<file path="config.mk">
export PLATFORM = sky130hd
export DESIGN_NAME = prbs_gen_check
export DESIGN_NICKNAME = d
export VERILOG_FILES = /design/src/rtl/prbs_gen_check.sv
export SDC_FILE = /design/constraint.sdc
export NUM_CORES = 1
export LEC_CHECK = 0
export ABC_AREA = 1
export CAP_MARGIN = 10
export CORE_MARGIN = 10
export CORE_UTILIZATION = 55
export DETAILED_ROUTE_END_ITERATION = 7
export PLACE_DENSITY = 0.75
export SYNTH_ARGS = -nofsm -noshare
export SYNTH_HDL_FRONTEND = slang
export SYNTH_SLANG_ARGS = --single-unit
</file>
<file path="constraint.sdc">
create_clock -name clk -period 2.94 [get_ports clk]
set_clock_uncertainty 0.15 [all_clocks]
set_input_delay 0.294 -clock clk [delete_from_list [all_inputs] [get_ports clk]]
set_output_delay 0.294 -clock clk [all_outputs]
set_load 0.02 [all_outputs]
</file>
<file path="src/rtl/prbs_gen_check.sv">
// -----------------------------------------------------------------------------
// prbs_gen_check
// PRBS generator plus self-synchronising checker. The generator drives a pad
// (or a loopback). The checker seeds itself from the received stream until
// LOCK_CNT consecutive bits are predicted correctly. After that it runs
// free, so each received bit error shows up as exactly one mismatch.
//
// Ports
//   clk         rising-edge clock
//   rst_n       synchronous, active-low reset
//   en          bit enable; all state advances only when high
//   mode[1:0]   polynomial: 0=PRBS7 1=PRBS15 2=PRBS23 3=PRBS31
//   inject_err  invert the next generated bit (only with en)
//   clr_cnt     synchronous clear of err_cnt (wins over an increment)
//   rx_in       received bit, sampled when en is high
//   gen_out     registered generated bit
//   locked      checker is in LOCKED
//   err_pulse   one-cycle pulse per error detected while LOCKED
//   err_cnt     saturating error count
// -----------------------------------------------------------------------------
module prbs_gen_check #(
  parameter int CNT_W      = 16,
  parameter int LOCK_CNT   = 64,
  parameter int WIN        = 256,
  parameter int UNLOCK_ERR = 8
) (
  input  logic             clk,
  input  logic             rst_n,
  input  logic             en,
  input  logic [1:0]       mode,
  input  logic             inject_err,
  input  logic             clr_cnt,
  input  logic             rx_in,
  output logic             gen_out,
  output logic             locked,
  output logic             err_pulse,
  output logic [CNT_W-1:0] err_cnt
);

  typedef enum logic {
    ST_SEARCH = 1'b0,
    ST_LOCKED = 1'b1
  } state_e;

  localparam int RUN_W  = $clog2(LOCK_CNT + 1);
  localparam int POS_W  = $clog2(WIN);
  localparam int WERR_W = $clog2(UNLOCK_ERR + 1);

  localparam logic [RUN_W-1:0]  RUN_LOCK = RUN_W'(LOCK_CNT);
  localparam logic [POS_W-1:0]  POS_LAST = POS_W'(WIN - 1);
  localparam logic [WERR_W-1:0] WERR_LIM = WERR_W'(UNLOCK_ERR);

  state_e              state_q, state_d;
  logic [30:0]         gen_q, gen_d;
  logic [30:0]         chk_q, chk_d;
  logic [1:0]          mode_q;
  logic                gen_out_q, gen_out_d;
  logic                err_pulse_q, err_pulse_d;
  logic [CNT_W-1:0]    err_cnt_q, err_cnt_d;
  logic [RUN_W-1:0]    run_q, run_d;
  logic [POS_W-1:0]    win_pos_q, win_pos_d;
  logic [WERR_W-1:0]   win_err_q, win_err_d;

  logic                gen_fb, gen_msb, pred, mis;
  logic                mode_chg, win_wrap, cnt_inc;
  logic [WERR_W-1:0]   win_err_inc;

  // Tap selection. Taps are 1-indexed (a, b) with a = L, so the generator
  // output bit gen[L-1] is also the first tap.
  always_comb begin
    gen_fb  = 1'b0;
    gen_msb = 1'b0;
    pred    = 1'b0;
    case (mode_q)
      2'd0: begin
        gen_fb  = gen_q[6] ^ gen_q[5];
        gen_msb = gen_q[6];
        pred    = chk_q[6] ^ chk_q[5];
      end
      2'd1: begin
        gen_fb  = gen_q[14] ^ gen_q[13];
        gen_msb = gen_q[14];
        pred    = chk_q[14] ^ chk_q[13];
      end
      2'd2: begin
        gen_fb  = gen_q[22] ^ gen_q[17];
        gen_msb = gen_q[22];
        pred    = chk_q[22] ^ chk_q[17];
      end
      default: begin
        gen_fb  = gen_q[30] ^ gen_q[27];
        gen_msb = gen_q[30];
        pred    = chk_q[30] ^ chk_q[27];
      end
    endcase
  end

  assign mis         = rx_in ^ pred;
  assign mode_chg    = (mode != mode_q);
  assign win_wrap    = (win_pos_q == POS_LAST);
  assign win_err_inc = win_err_q + WERR_W'(mis);

  // NOTE: every signal written here gets a default first, so no path can
  // leave one unassigned and infer a latch.
  always_comb begin
    state_d     = state_q;
    gen_d       = gen_q;
    chk_d       = chk_q;
    gen_out_d   = gen_out_q;
    run_d       = run_q;
    win_pos_d   = win_pos_q;
    win_err_d   = win_err_q;
    err_pulse_d = 1'b0;
    cnt_inc     = 1'b0;
    err_cnt_d   = err_cnt_q;

    if (mode_chg) begin
      // A new polynomial restarts both LFSRs and the lock search, whether or not en is high.
      gen_d     = '1;
      chk_d     = '1;
      state_d   = ST_SEARCH;
      run_d     = '0;
      win_pos_d = '0;
      win_err_d = '0;
    end else if (en) begin
      gen_d     = {gen_q[29:0], gen_fb};
      // The injection touches only the output bit; the LFSR keeps its sequence.
      gen_out_d = gen_msb ^ inject_err;
      case (state_q)
        ST_SEARCH: begin
          // Self-seed from the line so the checker aligns to any phase.
          chk_d = {chk_q[29:0], rx_in};
          if (mis) begin
            run_d = '0;
          end else if (run_q + RUN_W'(1) == RUN_LOCK) begin
            state_d   = ST_LOCKED;
            run_d     = '0;
            win_pos_d = '0;
            win_err_d = '0;
          end else begin
            run_d = run_q + RUN_W'(1);
          end
        end
        ST_LOCKED: begin
          // Free-run on predictions so a bad bit is not fed back into the taps.
          chk_d       = {chk_q[29:0], pred};
          err_pulse_d = mis;
          cnt_inc     = mis;
          if (win_err_inc == WERR_LIM) begin
            state_d   = ST_SEARCH;
            run_d     = '0;
            win_pos_d = '0;
            win_err_d = '0;
          end else if (win_wrap) begin
            // An error on the last bit of a window belongs to that window.
            win_pos_d = '0;
            win_err_d = '0;
          end else begin
            win_pos_d = win_pos_q + POS_W'(1);
            win_err_d = win_err_inc;
          end
        end
      endcase
    end

    if (clr_cnt) begin
      err_cnt_d = '0;
    end else if (cnt_inc && (err_cnt_q != '1)) begin
      err_cnt_d = err_cnt_q + CNT_W'(1);
    end
  end

  // NOTE: sequential state uses non-blocking assignments so every register
  // samples the pre-edge values regardless of statement order.
  always_ff @(posedge clk) begin
    mode_q <= mode;
    if (!rst_n) begin
      state_q     <= ST_SEARCH;
      gen_q       <= '1;
      chk_q       <= '1;
      gen_out_q   <= 1'b0;
      err_pulse_q <= 1'b0;
      err_cnt_q   <= '0;
      run_q       <= '0;
      win_pos_q   <= '0;
      win_err_q   <= '0;
    end else begin
      state_q     <= state_d;
      gen_q       <= gen_d;
      chk_q       <= chk_d;
      gen_out_q   <= gen_out_d;
      err_pulse_q <= err_pulse_d;
      err_cnt_q   <= err_cnt_d;
      run_q       <= run_d;
      win_pos_q   <= win_pos_d;
      win_err_q   <= win_err_d;
    end
  end

  assign gen_out   = gen_out_q;
  assign locked    = (state_q == ST_LOCKED);
  assign err_pulse = err_pulse_q;
  assign err_cnt   = err_cnt_q;

endmodule

</file>
==> reports/metrics.csv <==
stage;metric;value;unit
routing;drt first-iter violations;256;
clock_tree;htree depth;3;
place;Port Buffers;26;
power;cell-internal power;1890;uW
synthesis;most frequent cell after synthesis;nand2_1;
synthesis;Synth Register Bits;102;
place;Final Wtd Congestion;0.848;
global_route;global-route wire length before repair;17700;um
synthesis;Yosys warning count;0;
cells_and_area;net count of the finished layout;671;
clock_tree;CTS root buf;clkbuf_8;
floorplanning;chip height;113;um
clock_tree;CTS tree;built;
sta;endpoints failing setup;0;
sta;final hold vios;0;
synthesis;ys async rst share;0;
synthesis;post-synth top area cell;dfxtp_1;
min_path;min-delay worst type;input pin to flop;
flow_run;total of max-cap violations;0;
power;Max VDD drop;0.355;mV
floorplanning;# IOs;27;
global_route;met3 Usage GRT;0.0426;
sta;Max Slew Vio Count;0;
synthesis;Yosys top cell area share;0.433;
setup_path;Worst Path Arrival;2760;ps
synthesis;ranking of synthesized cells by area;dfxtp_1 (43%), nand2_1 (16%), nand3_1 (6.9%), nand4_1 (3.7%), nor2_1 (3.6%);
sta;actual slew at the worst max-slew pin;530;ps
global_route;total grt overflow;0;
global_route;initial antenna violation count;0;
clock_tree;clk sinks;102;
synthesis;Synth top cells by count;nand2_1 (202), dfxtp_1 (102), nand3_1 (65), nor2_1 (45), inv_1 (41);
clock_tree;Skew-Pair Late Insertion Delay;380;ps
power;Clk pwr share;0.372;
clock_tree;Clock transition at path regs;110;ps
cells_and_area;final instance area;5240;um2
power;total power;2570;uW
sta;setup TNS;0;ps
setup_path;Crit path required time;3050;ps
cells_and_area;share of cells above drive strength 1;0.103;
synthesis;syn avg cell area;7.31;um2
power;Sw Ratio;0.265;
cells_and_area;Final Non-Filler Cells;768;
place;DP Area;5010;um2
setup_path;Max FO, Critical Path;7;
place;HPWL after DPL;6810;um
routing;DR pass1 iterations;4;
power;pwr/cell area;490;nW/um2
routing;per-cell routed wire length;13.0;um
cells_and_area;Area Overhead vs Synth;11.3;%
routing;DRC;0;
synthesis;unique cell type count in the Yosys netlist;33;
global_route;vias in the first global route;3911;
routing;WL final;9950;um
cells_and_area;ANT cells;0;
synthesis;Syn Inst Count;644;
global_route;largest net degree at the start of global routing;48;
floorplanning;Initial Utilization;0.570;
global_route;GR Util All Layers;0.159;
sta;Slew HR;0.645;
power;Logic pwr share;0.074;
synthesis;synthesized area;4710;um2
global_route;busiest metal layer after global routing;met2;
routing;antenna viol nets, final;0;
synthesis;ys flop type;dfxtp_1;
clock_tree;CTS buffer count;9;
sta;Final period util;0.904;
floorplanning;num rows;33;
setup_path;crit start category;flop;
synthesis;sequential-to-total area share from yosys stat;0.433;
power;P_leak;0.00229;uW
setup_path;WS Path Type;flop to flop;
place;Placed Cells;752;
floorplanning;Die Span X;113;um
sta;FMAX;376;MHz
clock_tree;setup bufs post-CTS;0;
routing;vias per cell;5.38;
power;switching pwr;682;uW
sta;Final min period;2660;ps
floorplanning;full die area;12700;um2
routing;via count;4130;
clock_tree;CTS Buffer Depth;2;
global_route;global routing met1 resource utilization;0.197;
power;sequential power share;0.554;
synthesis;Post-Syn Nets;657;
run_status;outcome;completed;
setup_path;CP endpoint kind;flop;
floorplanning;Core ar.;8260;um2
cells_and_area;final core utilization;0.635;
synthesis;number of synthesized flops with an enable pin;0;
global_route;GR Layer Usage met2;0.266;
sta;RSZ-0062 raised after global routing;false;
[routing by layer]
| layer | routed length (um) | part of all wire |
|---|---|---|
| met5 | 0 | 0 |
| met4 | 99 | 0.0099 |
| met3 | 379 | 0.038 |
| met2 | 4960 | 0.50 |
| met1 | 4510 | 0.45 |
[final cells by class]
cell class	instances	area (um2)
inverters	48	180
flip-flops and latches	102	2040
multi-input cells	464	2350
well taps	105	131
clock inverters	7	95.1
repair buffers	33	320
fillers	773	3020
clock buffers	9	124
[registers in the layout, summed over array words and instances, names as in the netlist]
register and count:
mode_q 2, gen_out 1, err_cnt 16, err_pulse 1
chk_q 31, run_q 7, gen_q 31, win_pos_q 8
locked 1, win_err_q 4
[power groups by stage]
stage | combinational, uW | clock [uW] | sequential [uW]
floorplan | 142 | 0 | 1450
global route | 219 | 1040 | 1430
CTS | 193 | 986 | 1420
detailed placement | 192 | 0 | 1450
finish | 191 | 956 | 1420
global placement | 188 | 0 | 1450
[cells by family (layout without fill, tap and decap cells)]
family	Yosys count	in the layout	share of synthesized area
AND/OR/NAND/NOR	375	375	0.363
flip-flops	102	102	0.433
buffers and inverters	78	97	0.0696
AO/OA/AOI/OAI	63	63	0.0821
XOR/XNOR	21	21	0.0390
adder cells (fa/ha/maj)	5	5	0.0133
[stage by stage]
step	setup slack, ps	hold WS [ps]
2_1_floorplan	264	172
3_3_place_gp	205	299
3_5_place_dp	110	306
4_1_cts	147	263
5_1_grt	8.61	276
6_report	283	278
[cell usage in the layout, fill, tap and decap left out, types with 2 or more instances in the layout]
| cell | Yosys | final |
|---|---|---|
| nand3_4 | 2 | 2 |
| nand3_2 | 4 | 4 |
| dfxtp_1 | 102 | 100 |
| inv_1 | 41 | 40 |
| clkdlybuf4s50_1 | 0 | 25 |
| a21oi_1 | 29 | 29 |
| nand2_1 | 202 | 201 |
| o21ai_0 | 6 | 6 |
| inv_8 | 0 | 2 |
| nor3_1 | 5 | 5 |
| xor2_1 | 15 | 15 |
| buf_4 | 3 | 6 |
| a21oi_2 | 5 | 5 |
| nor2_2 | 9 | 10 |
| clkbuf_8 | 0 | 9 |
| o21ai_1 | 2 | 2 |
| inv_6 | 0 | 3 |
| o211ai_1 | 20 | 20 |
| xnor2_1 | 6 | 6 |
| ha_1 | 5 | 5 |
| inv_2 | 6 | 7 |
| nand2_4 | 2 | 2 |
| nand3_1 | 65 | 65 |
| nor2_1 | 45 | 44 |
| nand4_1 | 28 | 28 |
| nand2_2 | 8 | 9 |
| dfxtp_2 | 0 | 2 |
[worst max-delay path: stages, from the launching register on]
cell and delay [ps]:
dfxtp_2 390, inv_2 60, nor2_2 110, nand3_1 100, nand2_2 90, o21ai_1 70
nand2_1 100, nand2_4 50, ha_1 210, ha_1 300, nor2_1 110, nand2_1 60
nor2_1 190, nor2_2 90, inv_1 100, nand2_2 110, o21ai_0 200, a21oi_1 50
[path summary, 6_finish.rpt]
kind,slack [ps],end,cells after the start,startpoint
max,280,run_q[0],17,mode_q[0]
min,280,chk_q[2],4,en
max reg2reg,280,run_q[0],17,mode_q[0]
min reg2reg,330,gen_q[19],2,gen_q[18]
[timing repair]
action / in CTS / in global routing
endpoints found under the setup margin: 0 / 12
gates resized for setup: 0 / 4
hold buffers: 0 / 0
No activity file was read; power rests on OpenSTA's default activity.
==> RTL change (same flow settings) <==
Register the inputs `en`, `mode`, `inject_err`, `clr_cnt` and `rx_in` before use, without a reset. The logic sees them one clock later.
--- a/src/rtl/prbs_gen_check.sv
+++ b/src/rtl/prbs_gen_check.sv
@@ -51,4 +51,18 @@
   localparam logic [WERR_W-1:0] WERR_LIM = WERR_W'(UNLOCK_ERR);
 
+  logic en_q;
+  logic [1:0] mode_r;
+  logic inject_err_q;
+  logic clr_cnt_q;
+  logic rx_q;
+
+  always_ff @(posedge clk) begin
+    en_q         <= en;
+    mode_r       <= mode;
+    inject_err_q <= inject_err;
+    clr_cnt_q    <= clr_cnt;
+    rx_q         <= rx_in;
+  end
+
   state_e              state_q, state_d;
   logic [30:0]         gen_q, gen_d;
@@ -96,6 +110,6 @@
   end
 
-  assign mis         = rx_in ^ pred;
-  assign mode_chg    = (mode != mode_q);
+  assign mis         = rx_q ^ pred;
+  assign mode_chg    = (mode_r != mode_q);
   assign win_wrap    = (win_pos_q == POS_LAST);
   assign win_err_inc = win_err_q + WERR_W'(mis);
@@ -123,12 +137,12 @@
       win_pos_d = '0;
       win_err_d = '0;
-    end else if (en) begin
+    end else if (en_q) begin
       gen_d     = {gen_q[29:0], gen_fb};
       // The injection touches only the output bit; the LFSR keeps its sequence.
-      gen_out_d = gen_msb ^ inject_err;
+      gen_out_d = gen_msb ^ inject_err_q;
       case (state_q)
         ST_SEARCH: begin
           // Self-seed from the line so the checker aligns to any phase.
-          chk_d = {chk_q[29:0], rx_in};
+          chk_d = {chk_q[29:0], rx_q};
           if (mis) begin
             run_d = '0;
@@ -164,5 +178,5 @@
     end
 
-    if (clr_cnt) begin
+    if (clr_cnt_q) begin
       err_cnt_d = '0;
     end else if (cnt_inc && (err_cnt_q != '1)) begin
@@ -174,5 +188,5 @@
   // samples the pre-edge values regardless of statement order.
   always_ff @(posedge clk) begin
-    mode_q <= mode;
+    mode_q <= mode_r;
     if (!rst_n) begin
       state_q     <= ST_SEARCH;
Formal check against the unedited RTL: not equivalent (a bounded check fails within 4 cycles, from zero or initial values and one cycle with rst_n low).
==> RTL change against the unedited design <==
Area after synthesis grew 3.2%. Sequential cell count grew 6. Critical path depth shrank 1. Design area grew 2.1%. Highest routed layer unchanged. Power grew 0.58%. Worst setup slack lost 20 ps. Wire length shrank 1.4%.
==> RTL change: results (changes against the unedited design) <==
logic_synthesis:
  ys_seq_area_frac: 0.445  # was 0.433
  synth-async-reset-ratio: 0  # unchanged
  muxShareOfSynthArea: 0  # unchanged
  synthAdderAreaFrac: 0.0129  # was 0.0133
  synth_flop_cell: "dfxtp_1"  # unchanged
  synth_compound_area_frac: 0.0849  # was 0.0821
  syn_nets: 669  # was 657
  synth_xor_area_frac: 0.0432  # was 0.0390
  synth_area_leaders: "dfxtp_1 (44%), nand2_1 (16%), nand3_1 (6.8%)"  # was dfxtp_1 (43%), nand2_1 (16%), nand3_1 (6.9%)
  yosys_warnings: 0  # unchanged
  synth_cell_types: 33  # unchanged
  synth_commonest_cells: "nand2_1 (212), dfxtp_1 (108), nand3_1 (66)"  # was nand2_1 (202), dfxtp_1 (102), nand3_1 (65)
critical_path:
  cp.arrival_ps: 2830  # was 2760 ps
  rr_startpoint: "mode_q[1]"  # was mode_q[0]
  crit_fanout: 7  # unchanged
  startpoint_type: "register"  # unchanged
global_route:
  grt_pass1_vias: 3880  # was 3911
  antenna_found_initial: 0  # unchanged
  met2_usage: 0.257  # was 0.266
  grt_use_met1: 0.189  # was 0.197
  grtUsageTotal: 0.155  # was 0.159
  grt_max_degree: 71  # was 48
  grtUsageMet3: 0.0425  # was 0.0426
  grt_pass1_wl_um: 17200  # was 17700 µm
clock_tree:
  cts_buffers: 9  # unchanged
  clkTransAtPathRegs_ps: 110  # about the same
  root_buffer: "clkbuf_8"  # unchanged
  cts_buffer_depth: 2  # unchanged
  clock_latency_ps: 380  # about the same
  cts_max_level: 3  # unchanged
  post_cts_buffers: 0  # unchanged
  cts_resized: 0  # unchanged
hold_path:
  hp-class: "primary input to register"  # unchanged
  min_from: "en"  # unchanged
sta:
  relSlewSlack: 0.551  # was 0.645
  timing.setup.tns_ps: 0  # unchanged
placed_design:
  gp_congestion: 0.899  # was 0.848
  hpwlAfterDp_um: 6640  # was 6810 µm
  dp_slack_ps: 68.6  # was 110 ps
  port-buffer-count: 26  # unchanged
route:
  finalWirelength_um: 9810  # was 9950 µm
  detail_route.iter0.violations: 223  # was 256
  drtPass1Iterations: 4  # unchanged
  dr_total_vias: 4104  # was 4130
cells_and_area:
  fin_nets: 679  # was 671
  drive_above_1_share: 0.101  # was 0.103
  diodes: 0  # unchanged
power_and_ir_drop:
  ir_drop_mv: 0.278  # was 0.355 mV
  leakage_nw: 2.31  # was 2.29 nW
run_status:
  status: "complete, no violations"  # unchanged
## RTL change: cell types whose count changed after synthesis, sizes merged, moves of 2 or more
cell	change
nand2	+3
clkbuf	+2
xnor2	+4
nor2	+3
dfxtp	+6
inv	+3
## RTL change: power breakdown
| group | leakage (nW) | switching [mW] | internal (mW) | total, mW |
|---|---|---|---|---|
| sequential | 0.879 | 0.0201 | 1.49 | 1.51 |
| combinational | 1.33 | 0.126 | 0.0594 | 0.186 |
| clock | 0.103 | 0.549 | 0.338 | 0.887 |
| total | 2.31 | 0.696 | 1.89 | 2.59 |
## RTL change: final cells by class
| cell class | instances | area, µm² |
|---|---|---|
| clock inverters | 7 | 72.6 |
| multi-input cells | 467 | 2360 |
| flip-flops and latches | 108 | 2170 |
| clock buffers | 9 | 124 |
| well taps | 108 | 135 |
| repair buffers | 30 | 303 |
| fillers | 835 | 3320 |
| inverters | 50 | 188 |
## RTL change: critical path: stages (launching register included)
cell	delay, ps
dfxtp_4	390
nand2_1	120
inv_1	80
nand2_1	130
o21ai_1	100
nand2_1	80
nand2_2	50
ha_1	200
ha_1	310
nor2_1	60
nand2_1	80
nor2_2	50
nor2_2	240
nand2_2	150
nor2_1	120
nand4_1	120
a21oi_2	170
## RTL change: cells by family after synthesis
kind of cell,count (synthesis)
compound gates,62
flops,108
buf+inv,81
xor+xnor,24
fa+ha+maj,5
simple gates,376
## RTL change: final timing paths
| kind | cells after the start | endpoint | slack, ps |
|---|---|---|---|
| worst max-delay path | 16 | win_pos_q[5] | 260 |
| worst min-delay path | 1 | en_q | 200 |
| worst max register to register | 16 | win_pos_q[5] | 260 |
| worst min register to register | 0 | mode_q[1] | 240 |
## RTL change: per-layer routing
metal	routed length [µm]	share of wire	vias up
li1	-	-	2147
met4	125	0.013	0
met2	4650	0.47	37
met1	4710	0.48	1908
met5	0	0	-
met3	325	0.033	12
## RTL change: metrics by stage
stage | area, µm² | std cells
3_5_place_dp | 5140 | 763
4_1_cts | 5340 | 779
5_1_grt | 5350 | 779
6_report | 5350 | 779
3_3_place_gp | 5140 | 763
2_1_floorplan | 4860 | 656
